--- src/rtl/if_fetch_stage.sv ---
// Instruction-fetch stage: PC register, imem req/ack handshake, one-entry skid and IF/ID register.
// Optional IF_PERF_COUNTERS_EN adds fetched-instruction and bubble counters.
module if_fetch_stage #(
   parameter logic [31:0] RESET_PC = 32'h0000_0000
) (
   input  logic        clk,
   input  logic        rst,
   input  logic [31:0] next_pc,
   input  logic        redirect,
   input  logic        stall,
   output logic [31:0] pc_out,
   output logic [31:0] pc_add4,
   output logic        imem_req,
   output logic [31:0] imem_addr,
   input  logic        imem_ack,
   input  logic [31:0] imem_rdata,
   output logic        ifid_valid,
   output logic [31:0] ifid_pc,
   output logic [31:0] ifid_pc_add4,
   output logic [31:0] ifid_instr
`ifdef IF_PERF_COUNTERS_EN
   ,
   output logic [31:0] perf_fetched,
   output logic [31:0] perf_bubbles
`endif
);

   localparam int unsigned XLEN = 32;

   typedef enum logic [1:0] {
      S_FETCH = 2'd0,
      S_HOLD  = 2'd1,
      S_FLUSH = 2'd2
   } state_e;

   state_e            state_q, state_d;
   logic [XLEN-1:0]   pc_q, pc_d;
   logic [XLEN-1:0]   tgt_q, tgt_d;
   logic [XLEN-1:0]   skid_q, skid_d;
   logic              vld_q, vld_d;
   logic [XLEN-1:0]   ipc_q, ipc_d;
   logic [XLEN-1:0]   ipc4_q, ipc4_d;
   logic [XLEN-1:0]   instr_q, instr_d;

   assign pc_out       = pc_q;
   assign pc_add4      = pc_q + XLEN'(4);
   assign imem_addr    = pc_q;
   assign imem_req     = !rst && (state_q != S_HOLD);
   assign ifid_valid   = vld_q;
   assign ifid_pc      = ipc_q;
   assign ifid_pc_add4 = ipc4_q;
   assign ifid_instr   = instr_q;

   // Next-state and IF/ID load decode; redirect outranks stall everywhere.
   always_comb begin
      state_d = state_q;
      pc_d    = pc_q;
      tgt_d   = tgt_q;
      skid_d  = skid_q;
      vld_d   = vld_q;
      ipc_d   = ipc_q;
      ipc4_d  = ipc4_q;
      instr_d = instr_q;
      case (state_q)
         S_FETCH: begin
            if (redirect) begin
               vld_d   = 1'b0;
               instr_d = '0;
               if (imem_ack) begin
                  pc_d = next_pc;
               end else begin
                  tgt_d   = next_pc;
                  state_d = S_FLUSH;
               end
            end else if (imem_ack) begin
               if (!stall) begin
                  vld_d   = 1'b1;
                  ipc_d   = pc_q;
                  ipc4_d  = pc_add4;
                  instr_d = imem_rdata;
                  pc_d    = next_pc;
               end else begin
                  skid_d  = imem_rdata;
                  state_d = S_HOLD;
               end
            end else if (!stall) begin
               vld_d   = 1'b0;
               instr_d = '0;
            end
         end
         S_HOLD: begin
            if (redirect) begin
               skid_d  = '0;
               vld_d   = 1'b0;
               instr_d = '0;
               pc_d    = next_pc;
               state_d = S_FETCH;
            end else if (!stall) begin
               vld_d   = 1'b1;
               ipc_d   = pc_q;
               ipc4_d  = pc_add4;
               instr_d = skid_q;
               pc_d    = next_pc;
               state_d = S_FETCH;
            end
         end
         S_FLUSH: begin
            // The old-address request must complete before the target is fetched.
            vld_d   = 1'b0;
            instr_d = '0;
            if (imem_ack) begin
               pc_d    = redirect ? next_pc : tgt_q;
               state_d = S_FETCH;
            end else if (redirect) begin
               tgt_d = next_pc;
            end
         end
         default: begin
            state_d = S_FETCH;
         end
      endcase
   end

   always_ff @(posedge clk or posedge rst) begin
      if (rst) begin
         state_q <= S_FETCH;
         pc_q    <= RESET_PC;
         tgt_q   <= '0;
         skid_q  <= '0;
         vld_q   <= 1'b0;
         ipc_q   <= '0;
         ipc4_q  <= '0;
         instr_q <= '0;
      end else begin
         state_q <= state_d;
         pc_q    <= pc_d;
         tgt_q   <= tgt_d;
         skid_q  <= skid_d;
         vld_q   <= vld_d;
         ipc_q   <= ipc_d;
         ipc4_q  <= ipc4_d;
         instr_q <= instr_d;
      end
   end

`ifdef IF_PERF_COUNTERS_EN
   logic            fetch_load_c;
   logic            bubble_c;
   logic [XLEN-1:0] fetched_q;
   logic [XLEN-1:0] bubbles_q;

   // Bubble = IF/ID valid loaded 0 in a cycle the hazard unit is not stalling.
   always_comb begin
      fetch_load_c = 1'b0;
      bubble_c     = 1'b0;
      case (state_q)
         S_FETCH: begin
            fetch_load_c = !redirect && imem_ack && !stall;
            bubble_c     = !stall && (redirect || !imem_ack);
         end
         S_HOLD: begin
            fetch_load_c = !redirect && !stall;
            bubble_c     = redirect && !stall;
         end
         S_FLUSH: begin
            bubble_c = !stall;
         end
         default: begin
            fetch_load_c = 1'b0;
            bubble_c     = 1'b0;
         end
      endcase
   end

   always_ff @(posedge clk or posedge rst) begin
      if (rst) begin
         fetched_q <= '0;
         bubbles_q <= '0;
      end else begin
         fetched_q <= fetched_q + XLEN'(fetch_load_c);
         bubbles_q <= bubbles_q + XLEN'(bubble_c);
      end
   end

   assign perf_fetched = fetched_q;
   assign perf_bubbles = bubbles_q;
`endif

endmodule

--- config.mk ---
export PLATFORM = sky130hd
export DESIGN_NAME = if_fetch_stage
export DESIGN_NICKNAME = d
export VERILOG_FILES = /design/src/rtl/if_fetch_stage.sv
export SDC_FILE = /design/constraint.sdc
export NUM_CORES = 1
export LEC_CHECK = 0
export CORE_ASPECT_RATIO = 0.5
export CORE_MARGIN = 2
export CORE_UTILIZATION = 64
export CTS_CLUSTER_DIAMETER = 200
export DETAILED_ROUTE_END_ITERATION = 8
export DONT_BUFFER_PORTS = 1
export GPL_TIMING_DRIVEN = 0
export PLACE_DENSITY = 0.8
export SYNTH_ARGS = -nofsm -noshare
export SYNTH_HDL_FRONTEND = slang
export SYNTH_SLANG_ARGS = --single-unit
--- constraint.sdc ---
create_clock -name clk -period 7.8 [get_ports clk]
set_clock_uncertainty 0.05 [all_clocks]
set_input_delay 1.56 -clock clk [delete_from_list [all_inputs] [get_ports clk]]
set_output_delay 1.56 -clock clk [all_outputs]
set_load 0.005 [all_outputs]
==> flow_summary.ini, run 1 <==
[cts]
post_cts_buffers = 0
cts.htree.levels = 4
cts_root_buf = clkbuf_16
cts.sinks = 193
numCtsBuffers = 17
cts.hold.buffers_added = 0
cts_resized = 0
tritoncts = yes
clk_pin_slew_ns = 0.07
clk_latency_ns = 0.43
clockBufferDepth = 2

[global_routing]
grt_use_met3_pct = 9.90
grt_first_pass_wirelength_mm = 32.2
grt_pass1_vias = 6121
grt-ovfl-total = 0
grt_max_degree = 127
antenna_found_initial = 0
grt_util_met2_pct = 45.8
top_usage_layer = met2
grt_usage_pct = 28.0
grtUsageMet1_pct = 35.0

[finish]
fin_area_um2 = 9740
post-route-util_pct = 71.8
fin_cells = 1007
multi_input_area_um2 = 3560
syn2layout_area_growth_pct = 9.44
fin_nets = 878
antenna_cells = 0
fillers = 970
regArea_um2 = 4830
layout-drive-gt1-share_pct = 22.8

[pwr]
peakVddDrop_mv = 0.185
power_mw = 3.97
intPower_mw = 2.48
powerDensity_nw_per_um2 = 408
seqPwrFrac_pct = 47.3
leakagePower_nw = 4.41
power_frac_clock_pct = 21.2
p_comb_share_pct = 31.5
swShare_pct = 37.5
switchingPower_mw = 1.49

[synthesis]
syn-num-nets = 858
synth.area.top_cells = dfrtp_1, mux2_2, nand2_1
syn_area_um2 = 8900
yosysMostFrequentCell = dfrtp_1
synth-seq-area-share_pct = 54.3
yosysUniqueCellTypes = 37
synth-async-reset-ratio_pct = 100
ys.warnings.count = 0
avgSynthCellArea_um2 = 11.4
synth_cells = 782
synth_top_area_share_pct = 54.3
yosys-top-cells-count = dfrtp_1, nand2_1, mux2_2
synth_edf_count = 0
synth_ff_type = dfrtp_1
yosys.area.top_type = dfrtp_1
ys_ff_latch = 193

[floorplan]
fp-row-count = 30
dieArea_um2 = 14900
ioPinCount = 263
core_area_um2 = 13600
initial_core_util_pct = 65.7
die_h_um = 87.4
fp.dieW_um = 171

[run_status]
status = finished, final reports clean

[job]
max_cap_violations = 0

[sta]
worst_slew_pin_slew_ns = 0.751
grt_setup_unrepaired = no
max_freq_mhz = 232
post-route-period-util_pct = 55.3
slew_headroom_pct = 49.8
period_minus_slack_ns = 4.31
slew_violations = 0
finalSetupViolCount = 0
finalHoldViolCount = 0
setup_ws_ns = 3.49

[placed_design]
post-place-cells = 975
dpl_cell_area_um2 = 9170
portBuffers = 0
place.gp.congestion = 0.817
place_ws_ns = 3.95
detailed_place_hpwl_mm = 14.5

[route]
drt_wl_total_mm = 20.5
dr.pass1.iters = 5
drtIter0Drc = 438
wire_per_inst_um = 20.4
vias_per_cell = 6.00
via_count = 6039
route.detailed.drc = 0
ant_nets = 0

[setup_path]
crit_arrival_ns = 2.70
required_ns = 6.19
crit_path_start_kind = flip-flop
crit_path_max_incr_delay_ns = 0.61
worstSetupPathType = flip-flop to output pin
crit_chain = ha_1, nand4_1, nor2_1, and4_1, xor2_1
crit_fanout = 10
slowest_stage = nor2_1
path_buf_inv = 0
end_kind = output pin
cp_top_family = simple AND/OR/NAND/NOR gates

[worst_hold_path]
hold_class = flip-flop to flip-flop
-- cell usage in the layout, fill, tap and decap left out, types with 3 or more instances in the layout --
| master | n |
|---|---|
| a21oi_1 | 3 |
| and4_1 | 4 |
| dfrtp_1 | 193 |
| mux2_2 | 88 |
| buf_4 | 36 |
| nor2_1 | 10 |
| nand4_1 | 9 |
| nand2b_1 | 32 |
| xnor2_1 | 23 |
| buf_2 | 20 |
| clkbuf_16 | 17 |
| inv_8 | 4 |
| xor2_1 | 5 |
| nand3_1 | 18 |
| ha_1 | 7 |
| a22oi_1 | 32 |
| clkinvlp_4 | 3 |
| o21ai_0 | 69 |
| mux2i_1 | 32 |
| clkbuf_1 | 29 |
| nand2_1 | 109 |
| o31ai_1 | 32 |
| inv_1 | 7 |
| mux2_1 | 5 |
| inv_6 | 3 |
-- power groups by stage --
stage / Sequential (mW) / Clock (mW) / Combinational [mW]
3_3_place_gp: 1.87 / 0 / 1.20
2_1_floorplan: 1.75 / 0 / 1.03
6_report: 1.88 / 0.843 / 1.25
3_5_place_dp: 1.90 / 0 / 1.25
5_1_grt: 1.94 / 0.894 / 1.39
4_1_cts: 1.88 / 0.849 / 1.26
-- metal layers --
layer,vias to the layer above,part of all wire (%)
met2,228,48
met4,0,1.9
met5,-,0
met1,3033,41
met3,31,9.5
li1,2747,-
-- state kept, by name, summed over array words and instances, names as in the netlist --
register and flops:
ifid_valid 1, state_q 2, ifid_instr 32, tgt_q 32
skid_q 32, imem_addr 32, ifid_pc_add4 32, ifid_pc 30
-- worst min-delay path: cells and delay by family (launching register included) --
family	cells	cell delay (ns)
compound gates	1	0.06
flops	1	0.35
simple gates	1	0.04
-- layout make-up --
class	instances	share of cell area, %
inverters	8	0.386
clock buffers	19	4.55
repair buffers	1	0.283
clock inverters	13	1.25
well taps	192	2.47
flip-flops and latches	193	49.6
plain buffers	85	4.94
multi-input cells	496	36.5
-- path summary, 6_finish.rpt --
path | end | start | depth (start not counted) | slack (ns)
worst max-delay path | pc_add4[14] | imem_addr[2] | 5 | 3.49
worst min-delay path | skid_q[8] | skid_q[8] | 2 | 0.44
worst max register to register | ifid_pc_add4[29] | state_q[1] | 6 | 5.15
worst min register to register | skid_q[8] | skid_q[8] | 2 | 0.44
max in group asynchronous | imem_addr[7] | rst | 2 | 5.77
min in group asynchronous | ifid_valid | rst | 1 | 0.97
-- stage by stage --
stage               hold slack (ns)  TNS (ns)
floorplan                     0.401         0
CTS                           0.439         0
global placement              0.413   -177.51
global route                  0.461         0
finish                        0.438         0
detailed placement            0.422         0
-- cells by family (layout without fill, tap and decap cells) --
group | after synthesis | count (layout) | synth area share [%]
muxes | 125 | 125 | 15.4
buffers and inverters | 93 | 126 | 5.74
and+or+nand+nor | 196 | 196 | 11.0
AOI/OAI and AO/OA | 140 | 140 | 9.89
xor gates and xnor gates | 28 | 28 | 2.76
DFF | 193 | 193 | 54.3
adders and majority gates | 7 | 7 | 0.984
No activity file was read; power rests on OpenSTA's default activity.
==> run 2, diff against run 1 <==
--- a/config.mk
+++ b/config.mk
@@ -7,12 +7,12 @@
 export LEC_CHECK = 0
 export CORE_ASPECT_RATIO = 0.5
 export CORE_MARGIN = 2
-export CORE_UTILIZATION = 64
+export CORE_UTILIZATION = 57
 export CTS_CLUSTER_DIAMETER = 200
 export DETAILED_ROUTE_END_ITERATION = 8
 export DONT_BUFFER_PORTS = 1
 export GPL_TIMING_DRIVEN = 0
-export PLACE_DENSITY = 0.8
+export PLACE_DENSITY = 0.75
 export SYNTH_ARGS = -nofsm -noshare
 export SYNTH_HDL_FRONTEND = slang
 export SYNTH_SLANG_ARGS = --single-unit
==> constraint.sdc (replaced) <==
create_clock -name clk -period 3.75 [get_ports clk]
set_clock_uncertainty 0.05 [all_clocks]
set_input_delay 0.75 -clock clk [delete_from_list [all_inputs] [get_ports clk]]
set_output_delay 0.75 -clock clk [all_outputs]
set_load 0.005 [all_outputs]
==> run 2 against run 1 <==
Hold slack worse by 0.23 ns. Routed wire length hardly changed. Critical path depth stayed put. Sequential power is 110% higher. Worst setup slack worse by 3.3 ns. Utilization is 7.9 points lower. Critical path type unchanged. Critical endpoint unchanged. Highest routed layer unchanged.
==> flow_summary.ini, run 2 (synthesized netlist as in run 1, its figures left out) <==
[sta]
finalSetupViolCount = 0
finalHoldViolCount = 0
grt_setup_unrepaired = no
max_freq_mhz = 282
slew_violations = 0
post-route-period-util_pct = 94.6
timing.hold.ws_ns = 0.210
period_minus_slack_ns = 3.55
slew_headroom_pct = 51.4
worst_slew_pin_slew_ns = 0.726

[pwr]
seqPwrFrac_pct = 47.5
switchingPower_mw = 3.02
powerDensity_nw_per_um2 = 837
peakVddDrop_mv = 0.421
intPower_mw = 5.19
leakagePower_nw = 4.44
power_frac_clock_pct = 20.9
p_comb_share_pct = 31.6
swShare_pct = 36.7

[setup_path]
required_ns = 2.95
reg2reg_depth = 6
r2r_end = ifid_pc_add4[11]
crit_fanout = 10
worstSetupPathType = flip-flop to output pin
end_kind = output pin
r2r_start = state_q[1]
crit_path_start_kind = flip-flop
crit_arrival_ns = 2.75
ff2ff_setup_slack_ns = 1.03

[floorplan]
fp-row-count = 32
core_area_um2 = 15300
ioPinCount = 263
die_h_um = 92.3
initial_core_util_pct = 58.0
dieArea_um2 = 16700
fp.dieW_um = 181

[placed_design]
place.gp.congestion = 0.774
dpl_cell_area_um2 = 9260
detailed_place_hpwl_mm = 15.0
post-place-cells = 991
portBuffers = 0

[cts]
post_cts_buffers = 0
cts.htree.levels = 4
clk_latency_ns = 0.42
tritoncts = yes
clockBufferDepth = 2
clk_pin_slew_ns = 0.07
cts.hold.buffers_added = 0
cts_root_buf = clkbuf_16
cts.sinks = 193
numCtsBuffers = 17
cts_resized = 0

[route]
vias_per_cell = 5.80
wire_per_inst_um = 20.1
drt_wl_total_mm = 20.5
dr.pass1.iters = 4
ant_nets = 0
route.detailed.drc = 0
drtIter0Drc = 261
via_count = 5925

[finish]
final_common_cell = dfrtp_1
post-route-util_pct = 63.9
final_cell_mix = dfrtp_1, nand2_1, mux2_2
antenna_cells = 0
fillers = 1200
layout-drive-gt1-share_pct = 23.0
fin_nets = 882
fin_area_um2 = 9800
syn2layout_area_growth_pct = 10.2
fin_cells = 1022

[job]
max_cap_violations = 0

[global_routing]
antenna_found_initial = 0
grt_pass1_vias = 5882
grt_first_pass_wirelength_mm = 32.5
grt_usage_pct = 24.9
grt-ovfl-total = 0
grt_max_degree = 42

[run_status]
status = finished, final reports clean

[worst_hold_path]
hold_class = input port to asynchronous set/reset pin
-- run 2: worst max path at each step --
stage | from | to | slack, ns | cells after the start
floorplan | rst | ifid_instr[0] | 0.46 | 1
global placement | rst | ifid_pc_add4[11] | -0.51 | 1
detailed placement | imem_addr[2] | pc_add4[14] | 0.73 | 5
CTS | imem_addr[2] | pc_add4[14] | 0.23 | 5
global route | imem_addr[2] | pc_add4[30] | 0.11 | 5
finish | imem_addr[2] | pc_add4[14] | 0.20 | 5
-- run 2: power groups by stage --
stage                     logic, mW  clock network, mW  registers (mW)
after floorplan                2.14                  0            3.64
after global placement         2.51                  0            3.90
after detailed placement       2.61                  0            3.94
after CTS                      2.62               1.75            3.91
after global routing           2.88               1.83            4.02
final                          2.60               1.71            3.90
-- run 2: per-layer routing --
metal,part of all wire [%],global-route usage [%],up-vias
met5,0,0,-
met4,1.3,7.12,0
met3,8.0,8.61,19
met2,48,40.5,173
met1,42,31.9,2989
li1,-,-,2744
-- run 2: cell type report --
cell class	count	area, µm²	area share, %
clock inverters	12	113	1.15
well taps	204	255	2.60
clock buffers	19	433	4.42
flip-flops and latches	193	4830	49.3
plain buffers	85	480	4.90
multi-input cells	496	3560	36.3
inverters	8	33.8	0.345
repair buffers	5	100	1.02
-- run 2: critical path, cell delays in order, from the launching register on --
cell     delay [ns]
dfrtp_1        0.58
ha_1           0.36
nand4_1        0.21
nor2_1         0.61
and4_1         0.31
xor2_1         0.25
-- run 2: stage by stage --
step,setup TNS (ns),setup WS [ns],power (mW)
2_1_floorplan,0,0.460,5.78
3_3_place_gp,-97.17,-0.515,6.41
3_5_place_dp,0,0.727,6.56
4_1_cts,0,0.231,8.28
5_1_grt,0,0.105,8.73
6_report,0,0.204,8.21
